==> src/rtl/hazard_pkg.sv <==
// Shared definitions for the pipeline hazard/forwarding controller:
// forward-select encodings and the packed layout of a tracked pipeline entry.
package hazard_pkg;

  localparam logic [1:0] FWD_REG = 2'd0;
  localparam logic [1:0] FWD_MEM = 2'd1;
  localparam logic [1:0] FWD_WB  = 2'd2;

  // Entry layout, LSB first: flags, then wr_addr, rs, rt (each addr_w bits wide).
  localparam int ENT_VALID   = 0;
  localparam int ENT_WE      = 1;
  localparam int ENT_LOAD    = 2;
  localparam int ENT_RS_USED = 3;
  localparam int ENT_RT_USED = 4;
  localparam int ENT_FLAG_W  = 5;

  function automatic int entry_w(input int addr_w);
    return ENT_FLAG_W + 3 * addr_w;
  endfunction

  function automatic int wr_lsb(input int addr_w);
    return ENT_FLAG_W + 0 * addr_w;
  endfunction

  function automatic int rs_lsb(input int addr_w);
    return ENT_FLAG_W + addr_w;
  endfunction

  function automatic int rt_lsb(input int addr_w);
    return ENT_FLAG_W + 2 * addr_w;
  endfunction

endpackage

==> src/rtl/hazard_match.sv <==
// Compares one source register against one tracked entry's destination.
// Register 0 never matches since it is hard-wired to zero.
module hazard_match
  import hazard_pkg::*;
#(
  parameter int REG_ADDR_W = 5
) (
  input  logic [REG_ADDR_W-1:0]          src_addr,
  input  logic                           src_used,
  input  logic [entry_w(REG_ADDR_W)-1:0] entry,
  output logic                           match
);

  localparam int WR_LSB = wr_lsb(REG_ADDR_W);
  localparam int RS_LSB = rs_lsb(REG_ADDR_W);

  logic unused_fields;

  assign match = src_used && (src_addr != '0) && entry[ENT_VALID] && entry[ENT_WE]
              && (src_addr == entry[WR_LSB +: REG_ADDR_W]);

  assign unused_fields = ^{entry[ENT_LOAD], entry[ENT_RS_USED], entry[ENT_RT_USED],
                           entry[entry_w(REG_ADDR_W)-1:RS_LSB]};

endmodule

==> src/rtl/pipe_hazard_ctrl.sv <==
// Stall/flush/forward controller for the five-stage pipeline.
// Define HAZARD_FWD_EN to enable EXE operand forwarding; otherwise every RAW dependency stalls.
module pipe_hazard_ctrl
  import hazard_pkg::*;
#(
  parameter int REG_ADDR_W = 5,
  parameter int CNT_W      = 32
) (
  input  logic                  clk,
  input  logic                  rst,
  input  logic                  id_valid,
  input  logic [REG_ADDR_W-1:0] id_rs,
  input  logic [REG_ADDR_W-1:0] id_rt,
  input  logic                  id_rs_used,
  input  logic                  id_rt_used,
  input  logic                  id_we,
  input  logic [REG_ADDR_W-1:0] id_wr_addr,
  input  logic                  id_is_load,
  input  logic                  id_branch,
  input  logic                  id_redirect,
  input  logic                  ext_stall,
  output logic                  stall_pc,
  output logic                  stall_if_id,
  output logic                  bubble_ex,
  output logic                  flush_if_id,
  output logic [1:0]            fwd_a_sel,
  output logic [1:0]            fwd_b_sel,
  output logic [CNT_W-1:0]      stall_cnt
);

  localparam int EW     = entry_w(REG_ADDR_W);
  localparam int RS_LSB = rs_lsb(REG_ADDR_W);
  localparam int RT_LSB = rt_lsb(REG_ADDR_W);
`ifdef HAZARD_FWD_EN
  localparam int N_MATCH = 8;
`else
  localparam int N_MATCH = 4;
`endif

  logic [EW-1:0]         ex_q, mem_q, wb_q, id_entry;
  logic [REG_ADDR_W-1:0] m_addr [N_MATCH];
  logic                  m_used [N_MATCH];
  logic [EW-1:0]         m_ent  [N_MATCH];
  logic [N_MATCH-1:0]    m_hit;
  logic                  haz, id_ex_hit, id_mem_hit;

  assign id_entry = {id_rt, id_rs, id_wr_addr, id_rt_used, id_rs_used,
                     id_is_load, id_we, id_valid};

  // Slots 0-3: ID sources against EX/MEM; slots 4-7: EX sources against MEM/WB.
  always_comb begin
    m_addr[0] = id_rs; m_used[0] = id_rs_used; m_ent[0] = ex_q;
    m_addr[1] = id_rt; m_used[1] = id_rt_used; m_ent[1] = ex_q;
    m_addr[2] = id_rs; m_used[2] = id_rs_used; m_ent[2] = mem_q;
    m_addr[3] = id_rt; m_used[3] = id_rt_used; m_ent[3] = mem_q;
`ifdef HAZARD_FWD_EN
    m_addr[4] = ex_q[RS_LSB +: REG_ADDR_W]; m_used[4] = ex_q[ENT_RS_USED]; m_ent[4] = mem_q;
    m_addr[5] = ex_q[RT_LSB +: REG_ADDR_W]; m_used[5] = ex_q[ENT_RT_USED]; m_ent[5] = mem_q;
    m_addr[6] = ex_q[RS_LSB +: REG_ADDR_W]; m_used[6] = ex_q[ENT_RS_USED]; m_ent[6] = wb_q;
    m_addr[7] = ex_q[RT_LSB +: REG_ADDR_W]; m_used[7] = ex_q[ENT_RT_USED]; m_ent[7] = wb_q;
`endif
  end

  for (genvar g = 0; g < N_MATCH; g++) begin : g_match
    hazard_match #(.REG_ADDR_W(REG_ADDR_W)) u_match (
      .src_addr (m_addr[g]),
      .src_used (m_used[g]),
      .entry    (m_ent[g]),
      .match    (m_hit[g])
    );
  end

  assign id_ex_hit  = m_hit[0] | m_hit[1];
  assign id_mem_hit = m_hit[2] | m_hit[3];

`ifdef HAZARD_FWD_EN
  // A load in MEM never forwards; it is picked up from WB one cycle later.
  assign haz = id_valid & ((id_ex_hit & (ex_q[ENT_LOAD] | id_branch))
                         | (id_branch & id_mem_hit & mem_q[ENT_LOAD]));
  assign fwd_a_sel = !ex_q[ENT_VALID]                ? FWD_REG :
                     (m_hit[4] & ~mem_q[ENT_LOAD])   ? FWD_MEM :
                     m_hit[6]                        ? FWD_WB  : FWD_REG;
  assign fwd_b_sel = !ex_q[ENT_VALID]                ? FWD_REG :
                     (m_hit[5] & ~mem_q[ENT_LOAD])   ? FWD_MEM :
                     m_hit[7]                        ? FWD_WB  : FWD_REG;
`else
  logic unused_nofwd;
  assign haz          = id_valid & (id_ex_hit | id_mem_hit);
  assign fwd_a_sel    = FWD_REG;
  assign fwd_b_sel    = FWD_REG;
  assign unused_nofwd = ^{wb_q, id_branch};
`endif

  assign stall_pc    = haz | ext_stall;
  assign stall_if_id = haz | ext_stall;
  assign bubble_ex   = haz & ~ext_stall;
  assign flush_if_id = id_redirect & id_valid & ~haz & ~ext_stall;

  // Entries advance only when the pipeline is not externally frozen; a hazard inserts an empty EX slot.
  always_ff @(posedge clk) begin
    if (rst) begin
      ex_q      <= '0;
      mem_q     <= '0;
      wb_q      <= '0;
      stall_cnt <= '0;
    end else if (!ext_stall) begin
      wb_q  <= mem_q;
      mem_q <= ex_q;
      ex_q  <= (id_valid && !haz) ? id_entry : '0;
      if (haz && !(&stall_cnt))
        stall_cnt <= stall_cnt + CNT_W'(1);
    end
  end

endmodule

==> config.mk <==
export PLATFORM = sky130hd
export DESIGN_NAME = pipe_hazard_ctrl
export DESIGN_NICKNAME = d
export VERILOG_FILES = /design/src/rtl/hazard_pkg.sv /design/src/rtl/hazard_match.sv /design/src/rtl/pipe_hazard_ctrl.sv
export SDC_FILE = /design/constraint.sdc
export NUM_CORES = 1
export LEC_CHECK = 0
export BUFFER_PORTS_ARGS = -buffer_cell sky130_fd_sc_hd__buf_2
export CAP_MARGIN = 20
export CELL_PAD_IN_SITES_DETAIL_PLACEMENT = 0
export CELL_PAD_IN_SITES_GLOBAL_PLACEMENT = 2
export CORE_MARGIN = 2
export CORE_UTILIZATION = 34
export CTS_CLUSTER_DIAMETER = 120
export DETAILED_ROUTE_END_ITERATION = 12
export GPL_TIMING_DRIVEN = 0
export PLACE_DENSITY_LB_ADDON = 0.1
export SYNTH_ARGS = -nofsm -noshare
export SYNTH_HDL_FRONTEND = slang
export SYNTH_HIERARCHICAL = 1
export SYNTH_SLANG_ARGS = --single-unit
==> constraint.sdc <==
create_clock -name clk -period 2.87 [get_ports clk]
set_clock_uncertainty 0.05 [all_clocks]
set_input_delay 0.1435 -clock clk [delete_from_list [all_inputs] [get_ports clk]]
set_output_delay 0.1435 -clock clk [all_outputs]
set_load 0.05 [all_outputs]
== After elaboration in Yosys (flattened, before gate mapping) ==
Index checks and enable logic that the tools add are counted.
Word-level totals
  logic and storage cells: 42
  input bits: 25
  register bits after elaboration: 52
Cells by class
  muxes and demuxes: 1
  equality and inequality tests: 4
  add/subtract/negate cells: 1
  reduce and logical (&&, ||, !) cells: 22
  bitwise logic cells: 11
Operators by type and width (number)
  32-bit by 1-bit adder with 32-bit output (second input constant): 1
  32-bit AND reduction: 1
  5-bit == test: 4
  1-bit logical AND: 16
  10-bit two-way mux: 1
  5-bit nonzero test: 2
  1-bit bitwise AND: 5
  1-bit OR: 4
  1-bit zero test: 2
  1-bit NOT: 2
  2-bit AND reduction: 1

== Depth between registers and ports, before layout ==
Gate-level depths: netlist of the first run.
  depth after elaboration: 11
  mapped depth: 10

== Modules after synthesis ==
The synthesis of the first run kept the hierarchy.
By module, submodules not included
  pipe_hazard_ctrl: area each 3104.2 µm², cells an instance 338, instances 1
  hazard_match: area each 70.1 µm², cells an instance 10, instances 4

== Worst setup path after synthesis of the first run ==
OpenSTA, ideal clock, no wires.
  kind: register -> register
  start point: register ex_q[5]
  end point: register stall_cnt[30]
  path buffers: 0
  library setup time: 70 ps
  arrival time: 2902 ps
  data required time: 2750 ps
  stages on the path, launching flop included: 9
  setup slack: -152 ps
  path through: dfxtp_1 xnor2_1 nand4_1 a211oi_1 nor4_1 nor2_1 nand4_1 or4_1 a21oi_1
Between the ends
  cells in the longest elaborated chain, start to end: 7
RTL lines
  start: declaration: line pipe_hazard_ctrl.sv:40  | logic [EW-1:0] ex_q, mem_q, wb_q, id_entry;
  start signal: assignment: line pipe_hazard_ctrl.sv:109  | ex_q <= (id_valid && !haz) ? id_entry : '0;
  5-bit == test: line hazard_match.sv:20  | && (src_addr == entry[WR_LSB +: REG_ADDR_W]);
  1-bit logical AND: line hazard_match.sv:20
  via m_hit[0]: line pipe_hazard_ctrl.sv:44  | logic [N_MATCH-1:0] m_hit;
  1-bit OR: line pipe_hazard_ctrl.sv:73  | assign id_ex_hit = m_hit[0] | m_hit[1];
  1-bit OR: line pipe_hazard_ctrl.sv:88  | assign haz = id_valid & (id_ex_hit | id_mem_hit);
  1-bit bitwise AND: line pipe_hazard_ctrl.sv:88
  1-bit logical AND: line pipe_hazard_ctrl.sv:110  | if (haz && !(&stall_cnt))
  2-bit AND reduction (no source line)
  end signal: assignment: line pipe_hazard_ctrl.sv:111  | stall_cnt <= stall_cnt + CNT_W'(1);
  end: declaration: line pipe_hazard_ctrl.sv:28  | output logic [CNT_W-1:0] stall_cnt
The timed path passes the listed nets, and every way through them passes these cells.
A chain may end at the register's enable or synchronous reset.

== Worst setup path after layout of the first run ==
  start point: register mem_q[5]
  end point: register stall_cnt[30]
Between the ends
  cells in the longest elaborated chain, start to end: 7
RTL lines
  start: declaration: line pipe_hazard_ctrl.sv:40
  start signal: assignment: line pipe_hazard_ctrl.sv:108  | mem_q <= ex_q;
  5-bit == test: line hazard_match.sv:20
  1-bit logical AND: line hazard_match.sv:20
  via m_hit[2]: line pipe_hazard_ctrl.sv:44
  1-bit OR: line pipe_hazard_ctrl.sv:74  | assign id_mem_hit = m_hit[2] | m_hit[3];
  1-bit OR: line pipe_hazard_ctrl.sv:88
  1-bit bitwise AND: line pipe_hazard_ctrl.sv:88
  1-bit logical AND: line pipe_hazard_ctrl.sv:110
  2-bit AND reduction (no source line)
The timed path passes the listed nets, and every way through them passes these cells.

==> results of run 1 <==
==> worst min-delay path, cell delays in order <==
cell and delay (ps):
buf_2 80, a22oi_1 50, nor2_1 70
==> report_power, final <==
group	switching [mW]	total (mW)	internal, mW
Combinational	0.0680	0.113	0.0450
Clock	0.220	0.499	0.279
Sequential	0.00751	0.651	0.644
Total	0.295	1.26	0.968
==> sequential cells by signal (all words and copies together) (netlist names) <==
register and flops:
ex_q 7, mem_q 7, stall_cnt 32
==> layer usage <==
layer / vias up / track usage / wire (µm)
met2: 62 / 0.2707 / 3122
met4: 0 / 0.04359 / 51
met3: 4 / 0.03005 / 301
met5: - / 0 / 0
met1: 1119 / 0.2389 / 3298
li1: 1243 / - / -
==> how the worst max path moves through the flow <==
stage                   from             to  slack, ps
CTS                  ex_q[9]      bubble_ex        160
detailed placement  id_rt[1]  stall_cnt[30]         70
global placement    id_rt[1]  stall_cnt[11]         90
floorplan            ex_q[5]  stall_cnt[30]        210
finish              mem_q[5]  stall_cnt[30]        230
global route        mem_q[5]  stall_cnt[16]         20
==> cell usage in the layout (no fill, tap or decap), types with 2 or more instances in the layout <==
cell type,instances
nor2_1,28
o21ai_1,5
a211oi_1,2
nand3_1,12
clkbuf_8,6
xor2_1,5
o2111ai_1,2
a22oi_1,6
inv_1,4
a21oi_1,25
dfxtp_1,45
nand4_2,2
nand4_1,14
nor4_1,3
and2_1,4
a211oi_2,3
mux2i_1,8
and3_1,2
or4_1,11
buf_4,5
or3_1,16
clkbuf_1,13
or2_2,2
o31ai_1,8
conb_1,4
buf_6,4
and4_1,5
nor3_1,2
o21ai_0,11
o41ai_1,4
nand2_1,15
buf_2,58
xnor2_1,17
==> through the flow <==
step,total power [mW],hold WS [ps]
finish,1.263,31.09
detailed placement,0.7794,338.7
global route,1.315,34.07
global placement,0.7790,331.3
floorplan,0.7401,237.6
CTS,1.282,23.75
==> area by class of cell <==
type	count	area share
multi-input cells	229	0.4832
flip-flops and latches	46	0.2987
plain buffers	23	0.04418
clock inverters	1	0.009728
inverters	4	0.004864
clock buffers	6	0.02675
repair buffers	57	0.09242
well taps	99	0.04013
==> what timing repair did <==
item | in CTS | in global routing
buffers inserted | 0 | 0
endpoints found under the setup margin | 0 | 2
gates resized for setup | 0 | 4
==> results.md, run 1 <==
* Number of antenna violations at the first check in global routing at 0
* Post-route standard cell area excluding fillers at 0.003087 mm²
* Number of fill cells in the layout at 788
* Area of the mapped netlist at 0.002535 mm²
* First-pass GRT wire length at 11450 µm
* Clock latency on the worst-skew pair at 300 ps
* CTS tree: yes
* Worst path arrival time at 2820 ps
* Clk Tree Root Cell: clkbuf_8
* Worst hold endpoint: ex_q[8]
* Post-Synthesis Cells at 299
* Sequential cell area at 922.1 µm²
* Number of buffers added on ports at 56
* Hold buffer count at CTS at 0
* Total number of H-tree levels at 2
* Layout Utilization at 0.4256
* Relative slew slack at 0.5753
* Worst reg2reg startpoint: mem_q[5]
* Number of instances in the placed design at 457
* I/O Pins at 65
* Sum of buffers and inverters on the critical path at 1
* Period utilisation layout at 0.9213
* Placement Setup Slack at 74.81 ps
* Maximum vdd drop at 0.0001686 V
* Ant diodes at 0
* Final Max Slew Viols at 0
* Post-CTS clock slew at the launch and capture registers of the worst setup and hold paths at 90 ps
* Overall routed net length at 6774 µm
* Cell Chain, Critical Path: xnor2_1 -> nand4_1 -> a211oi_1 -> nor4_1 -> buf_2 -> nor2_2 -> nand4_1 -> or4_1 -> a21oi_1
* Tightest Hold Check Type: input port to flip-flop
* Static leakage at 1.140 nW
* Final Setup Violations at 0
* Setup repair after global routing missed its margin: false
* Iteration-0 DRC count of the detailed router at 129
* Synth-to-layout area growth at 21.77%
* Number of DRC violations after detailed routing at 0
* Peak Freq at 378.2 MHz
* Hold_sp: id_wr_addr[3]
* Cell depth of the worst flop-to-flop path at 9
* Routability cong. at 0.8044
* Nature of the critical path endpoint: flip-flop
* FP Rows at 31
* CP max stage delay at 580 ps
* Final period demand of the worst path at 2644 ps
* Per-cell via count in the routed design at 5.222
* Total congestion overflow at 0
* Largest delay share family, worst path: simple AND/OR/NAND/NOR gates
* Multi-input gate area in the final layout at 0.001491 mm²
* Total core area at 0.007253 mm²
* Area post-placement at 0.002953 mm²
* Proportion of layout cells with a drive suffix above 1 at 0.2404
* Setup slack on the worst flop-to-flop path at 230 ps
* Required time at the worst-slack endpoint at 3050 ps
* Total iterations of the first detailed-routing run at 4
* Stages on the worst setup path at 9
* Total half-perimeter wirelength after legalization and detailed placement at 5179 µm
* Slowest cell on the critical path: or4_1
* Routed wire per std cell at 14.57 µm
* Number of warning messages in the yosys log at 6
* Buffer depth of the longest clock path at 2
* Final net count at 392
* Final Hold Violating Endpoints at 0
* Setup TNS at 0 ps
* Number of standard cells in the final layout excluding fillers at 465
* Via count of the first global-routing pass at 2235
* Setup CP Type: flip-flop to flip-flop
* Largest net degree at the start of global routing at 14
* Most frequent cell on the critical path: nand4_1
* Mean cell area of the mapped netlist at 8.478 µm²
* Starting density of the core at 0.3495
* Routed vias at 2428
* Outcome: finished, final reports clean
* DRT antenna net count at 0
* Total clock buffers created by CTS at 5
* Actual slew at the worst max-slew pin at 633.2 ps
* Number of max-cap violations at 0
* Die Span X at 90.35 µm
* FF-to-FF End: stall_cnt[30]
* Crit-path max FO at 9
* Die outline height at 90.35 µm
* Clock tree sinks at 46
* PD cells at 409.2 mW/mm²
* All-layer global routing usage at 0.1702
* Area of the die at 0.008162 mm²
* Startpoint types: flip-flop
* Number of cells traversed by the worst hold path at 3
* Worst Setup Slack, final at 225.8 ps
No activity file was read; power rests on OpenSTA's default activity.
==> inputs of run 2 (changes only) <==
RECOVER_POWER = 50   (was not set)
==> results.md, run 2 (synthesized netlist as in run 1, its figures left out) <==
* Outcome: finished, final reports clean
* Relative slew slack at 0.5724 (-0.002921)
* Iteration-0 DRC count of the detailed router at 117 (-9.3%)
* Total iterations of the first detailed-routing run at 4 (unchanged)
* Routability cong. at 0.8044 (unchanged)
* First-pass GRT wire length at 11450 µm (unchanged)
* CP max stage delay at 510 ps (-70 ps)
* Proportion of power drawn by the clock network at 0.395 (about the same)
* Total clock buffers created by CTS at 5 (unchanged)
* Total half-perimeter wirelength after legalization and detailed placement at 5179 µm (unchanged)
* Ant diodes at 0 (unchanged)
* Die outline height at 90.35 µm (unchanged)
* Worst Setup Slack, final at 220.0 ps (-5.774 ps)
* Hold buffer count at CTS at 0 (unchanged)
* Total core area at 0.007253 mm² (unchanged)
* Highest-count cells in the layout ignoring fill and taps: clkbuf_1, dfxtp_1, nor2_1
* Number of instances in the placed design at 457 (unchanged)
* Largest delay share family, worst path: simple AND/OR/NAND/NOR gates
* Sum of buffers and inverters on the critical path at 1 (unchanged)
* Placement Setup Slack at 74.81 ps (unchanged)
* Clock latency on the worst-skew pair at 300 ps (about the same)
* Die Span X at 90.35 µm (unchanged)
* FP Rows at 31 (unchanged)
* Total number of H-tree levels at 2 (unchanged)
* All-layer global routing usage at 0.1702 (unchanged)
* Setup CP Type: flip-flop to flip-flop
* Actual slew at the worst max-slew pin at 637.5 ps (+4.355 ps)
* Routed vias at 2429 (+0.041%)
* Sequential fraction of design power at 0.516 (about the same)
* Area of the die at 0.008162 mm² (unchanged)
* Post-CTS setup-driven buffer insertion count at 0 (unchanged)
* Hold_sp: id_wr_addr[3]
* Static leakage at 0.9990 nW (-12%)
* Multi-input gate area in the final layout at 0.001491 mm² (unchanged)
* Final Setup Violations at 0 (unchanged)
* Switching power total at 295.0 µW (-0.13%)
* Proportion of layout cells with a drive suffix above 1 at 0.1530 (-0.08743)
* CTS tree: yes
* Number of max-cap violations at 0 (unchanged)
* Number of flip-flops under the largest register name at 32 (unchanged)
* Net switching fraction of the power at 0.2336 (about the same)
* Setup repair after global routing missed its margin: false
* Power share of the combinational group at 0.089 (about the same)
* Setup TNS at 0 ps (unchanged)
* Internal cell power at 967.8 µW (about the same)
* Crit-path max FO at 4 (-5)
* I/O Pins at 65 (unchanged)
* Sequential cell area at 922.1 µm² (unchanged)
* Beginning of the critical path: mem_q[5]
* Via count of the first global-routing pass at 2235 (unchanged)
* Worst path arrival time at 2830 ps (about the same)
* Number of fill cells in the layout at 808 (+2.5%)
* Total congestion overflow at 0 (unchanged)
* Maximum vdd drop at 0.0001675 V (-0.65%)
* Worst reg2reg startpoint: mem_q[5]
* Routed wire per std cell at 14.57 µm (unchanged)
* Final Max Slew Viols at 0 (unchanged)
* Peak Freq at 377.4 MHz (-0.22%)
* Synth-to-layout area growth at 20.19%
* Final net count at 392 (unchanged)
* Post-CTS clock slew at the launch and capture registers of the worst setup and hold paths at 80 ps (about the same)
* Final period demand of the worst path at 2650 ps (+5.774 ps)
* Number of buffers added on ports at 56 (unchanged)
* Nature of the critical path endpoint: flip-flop
* DRT antenna net count at 0 (unchanged)
* Cell Chain, Critical Path: xnor2_1 -> nand4_1 -> a211oi_1 -> nor4_1 -> buf_2 -> or4_1 -> a2111o_1 -> or3_1 -> a21oi_1
* Final Hold Violating Endpoints at 0 (unchanged)
* Per-cell via count in the routed design at 5.224 (about the same)
* Startpoint types: flip-flop
* Starting density of the core at 0.3495 (unchanged)
* Number of antenna violations at the first check in global routing at 0 (unchanged)
* Buffer depth of the longest clock path at 2 (unchanged)
* PD cells at 414.5 mW/mm² (+1.3%)
* Required time at the worst-slack endpoint at 3050 ps (about the same)
* Period utilisation layout at 0.9233 (+0.002012)
* Largest net degree at the start of global routing at 14 (unchanged)
* Number of standard cells in the final layout excluding fillers at 465 (unchanged)
* Overall routed net length at 6774 µm (unchanged)
* Largest Register: stall_cnt
* Tightest Hold Check Type: input port to flip-flop
* Clk Tree Root Cell: clkbuf_8
* Number of DRC violations after detailed routing at 0 (unchanged)
* Slowest cell on the critical path: or4_1
* Clock tree sinks at 46 (unchanged)
* Biggest regs: stall_cnt (32), ex_q (7), mem_q (7)
[run 2: changes by cell type in the layout (fill, tap and decap cells not counted)]
cell,before,now
buf_2,58,26
clkbuf_1,13,45
[run 2: per-stage QoR]
step	cell area (µm²)	util	power (mW)	hold WS, ps
after floorplan	2549	-	0.7401	237.6
after global placement	2953	0.4071	0.7790	331.3
after detailed placement	2953	0.4071	0.7794	338.7
after CTS	3065	0.4226	1.282	23.75
after global routing	3047	0.4200	1.315	34.07
final	3047	0.4200	1.263	30.33
[run 2: routing by layer]
metal	routed length, µm	global-route usage	vias up
met5	0	0	-
met4	51	0.04359	0
met3	340	0.03005	4
met2	3107	0.2707	61
met1	3275	0.2389	1120
li1	-	-	1244
[run 2: worst paths after layout]
kind / cells after the start / slack, ps / to
max: 9 / 220 / stall_cnt[16]
min: 3 / 30 / ex_q[8]
max reg2reg: 9 / 220 / stall_cnt[16]
min reg2reg: 2 / 450 / stall_cnt[31]
[run 2: tightest hold or removal path, cell delays in order]
cell	delay, ps
buf_2	80
a22oi_1	50
nor2_1	70
[run 2: layout make-up]
| type | count | share of cell area |
|---|---|---|
| Buffer | 23 | 0.04476 |
| Clock buffer | 6 | 0.02710 |
| Clock inverter | 1 | 0.009856 |
| Inverter | 4 | 0.004928 |
| Multi-Input combinational cell | 229 | 0.4895 |
| Sequential cell | 46 | 0.3027 |
| Tap cell | 99 | 0.04066 |
| Timing Repair Buffer | 57 | 0.08049 |
[run 2: power groups by stage]
stage               combinational (mW)  clock, mW  sequential (mW)
floorplan                       0.0758          0            0.664
global placement                 0.112          0            0.667
detailed placement               0.113          0            0.666
CTS                              0.113      0.517            0.651
global route                     0.125      0.537            0.653
finish                           0.113      0.498            0.651
[run 2: repair_timing]
| action | 4_1_cts | 5_1_grt |
|---|---|---|
| endpoints found under the setup margin | 0 | 2 |
| endpoints found under the hold margin | 0 | 0 |
| gates resized for setup | 0 | 4 |
==> inputs of run 3 (changes only) <==
ABC_AREA = 1   (was not set)
CORE_UTILIZATION = 30   (was 34)
PLACE_DENSITY = 0.9   (was not set)
PLACE_DENSITY_LB_ADDON = not set   (was 0.1)
==> results.md, run 3 <==
* Worst Setup Slack, final at 595.5 ps (+375.5 ps)
* Overall routed net length at 8425 µm (+24%)
* Number of flip-flops under the largest register name at 32 (unchanged)
* Worst path arrival time at 2480 ps (-350 ps)
* Total number of H-tree levels at 2 (unchanged)
* Period utilisation layout at 0.7925 (-0.1308)
* Crit-path max FO at 10 (+6)
* Clock tree sinks at 46 (unchanged)
* Final net count at 608 (+55%)
* WL met3 at 241 µm (-29%)
* Commonest non-fill, non-tap cell in the layout: nand2_1
* Met2 Wirelength at 3935 µm (+27%)
* Proportion of layout cells with a drive suffix above 1 at 0.1132 (-0.03980)
* Total core area at 0.009639 mm² (+33%)
* Hold buffer count at CTS at 0 (unchanged)
* Per-cell via count in the routed design at 4.408 (-16%)
* Post-CTS clock slew at the launch and capture registers of the worst setup and hold paths at 100 ps (+20 ps)
* Die outline height at 103.0 µm (+14%)
* Ant diodes at 0 (unchanged)
* Final period demand of the worst path at 2274 ps (-375.5 ps)
* Final Setup Violations at 0 (unchanged)
* PD cells at 397.6 mW/mm² (-4.1%)
* Routed vias at 3156 (+30%)
* Cell depth of the worst flop-to-flop path at 16 (+7)
* Nature of the critical path endpoint: flip-flop
* Number of cells traversed by the worst hold path at 3 (unchanged)
* Relative slew slack at 0.5904 (+0.01796)
* Tightest Hold Check Type: input port to flip-flop
* Setup CP Type: flip-flop to flip-flop
* DRT antenna net count at 0 (unchanged)
* First-pass GRT wire length at 13510 µm (+18%)
* Die Span X at 103.0 µm (+14%)
* Post-route total power at 1.395 mW (+10%)
* Required time at the worst-slack endpoint at 3070 ps (+20 ps)
* Multi-input gate area in the final layout at 0.001647 mm² (+10%)
* Final Max Slew Viols at 0 (unchanged)
* Mean cell area of the mapped netlist at 5.723 µm² (-32%)
* Placement Setup Slack at 592.9 ps (+518.1 ps)
* Synth-to-layout area growth at 19.23%
* Largest net degree at the start of global routing at 16 (+2)
* Routed wire per std cell at 11.77 µm (-19%)
* Static leakage at 1.536 nW (+54%)
* I/O Pins at 65 (unchanged)
* Number of buffers added on ports at 58 (+3.6%)
* Buffer depth of the longest clock path at 2 (unchanged)
* CTS tree: yes
* Actual slew at the worst max-slew pin at 617.1 ps (-20.46 ps)
* Largest Register: stall_cnt
* Biggest regs: stall_cnt (32), ex_q (7), mem_q (7)
* Setup repair after global routing missed its margin: false
* All-layer global routing usage at 0.1633 (-0.006909)
* Wire length on met1 at 4179 µm (+28%)
* Number of max-cap violations at 0 (unchanged)
* Total half-perimeter wirelength after legalization and detailed placement at 6573 µm (+27%)
* Highest-count cells in the layout ignoring fill and taps: nand2_1, nor2_1, inv_1
* Clk Tree Root Cell: clkbuf_8
* Clock latency on the worst-skew pair at 310 ps (about the same)
* Post-Synthesis Cells at 514 (+72%)
* Total clock buffers created by CTS at 5 (unchanged)
* Sequential cell area at 920.9 µm² (-0.14%)
* Starting density of the core at 0.3052 (-0.04432)
* Post-CTS setup-driven buffer insertion count at 0 (unchanged)
* Maximum vdd drop at 0.0001662 V (-0.77%)
* Routability cong. at 0.8360 (+3.9%)
* Final Hold Violating Endpoints at 0 (unchanged)
* Top layer in use: met4
* Outcome: finished, final reports clean
* Total iterations of the first detailed-routing run at 4 (unchanged)
* Area of the mapped netlist at 0.002942 mm² (+16%)
* # resized after CTS at 0 (unchanged)
* Startpoint types: flip-flop
* Total congestion overflow at 0 (unchanged)
* FP Rows at 36 (+16%)
* Setup TNS at 0 ps (unchanged)
* Number of fill cells in the layout at 1137 (+41%)
* Iteration-0 DRC count of the detailed router at 109 (-6.8%)
* Area of the die at 0.01061 mm² (+30%)
* Number of warning messages in the yosys log at 6 (unchanged)
* Number of antenna violations at the first check in global routing at 0 (unchanged)
* Peak Freq at 439.7 MHz (+17%)
* Via count of the first global-routing pass at 2735 (+22%)
* Number of DRC violations after detailed routing at 0 (unchanged)
[run 3: changes by cell type in the layout (fill, tap and decap cells not counted), moves of 10 or more]
| cell | previous run | this run |
|---|---|---|
| nand2_1 | 15 | 148 |
| nor2_1 | 28 | 108 |
| inv_1 | 4 | 66 |
| nand3_1 | 12 | 48 |
| xnor2_1 | 17 | 0 |
| or3_1 | 16 | 0 |
| or4_1 | 11 | 0 |
| a21oi_2 | 0 | 10 |
[run 3: critical path, cell delays in order, from the launching register on]
cell     delay, ps
dfxtp_1        490
inv_1           70
nand2_1         60
nand2_1         50
nor2_1         110
nand3_1         70
nor2_1         100
nor2_1          80
nand2_1         60
nand2_1         70
nor2_2         270
nand2_1        110
nand2_2        120
buf_6          150
buf_6          180
a21oi_2         70
nor2_1         110
[run 3: metal layers]
layer | track usage | up-vias
met3 | 0.02305 | 6
li1 | - | 1701
met4 | 0.03340 | 0
met5 | 0 | -
met1 | 0.2201 | 1407
met2 | 0.2787 | 42
[run 3: final timing paths]
path                            slack [ps]             to     startpoint
worst max register to register         600  stall_cnt[25]        ex_q[6]
worst min-delay path                    20        ex_q[9]  id_wr_addr[4]
worst min register to register         460       mem_q[1]       mem_q[1]
worst max-delay path                   600  stall_cnt[25]        ex_q[6]
[run 3: per-stage QoR]
stage / hold WS, ps / area (µm²) / std cells / util
floorplan: 231.8 / 2953 / 517 / -
global placement: 350.1 / 3410 / 708 / 0.3537
detailed placement: 353.2 / 3410 / 708 / 0.3537
CTS: 19.88 / 3547 / 716 / 0.3680
global route: 20.93 / 3507 / 716 / 0.3638
finish: 22.62 / 3507 / 716 / 0.3638
[run 3: power breakdown]
part	leakage [nW]	internal (mW)	switching (mW)	total, mW
Sequential	0.373	0.647	0.0129	0.660
Clock	0.0683	0.349	0.252	0.601
Combinational	1.10	0.0479	0.0851	0.133
Total	1.54	1.04	0.350	1.39
[run 3: layout make-up]
| cell class | count | share of cell area |
|---|---|---|
| inverters | 68 | 0.07278 |
| flip-flops and latches | 46 | 0.2626 |
| clock inverters | 3 | 0.01962 |
| clock buffers | 5 | 0.01962 |
| multi-input cells | 379 | 0.4695 |
| well taps | 133 | 0.04745 |
| repair buffers | 58 | 0.07135 |
| plain buffers | 24 | 0.03710 |
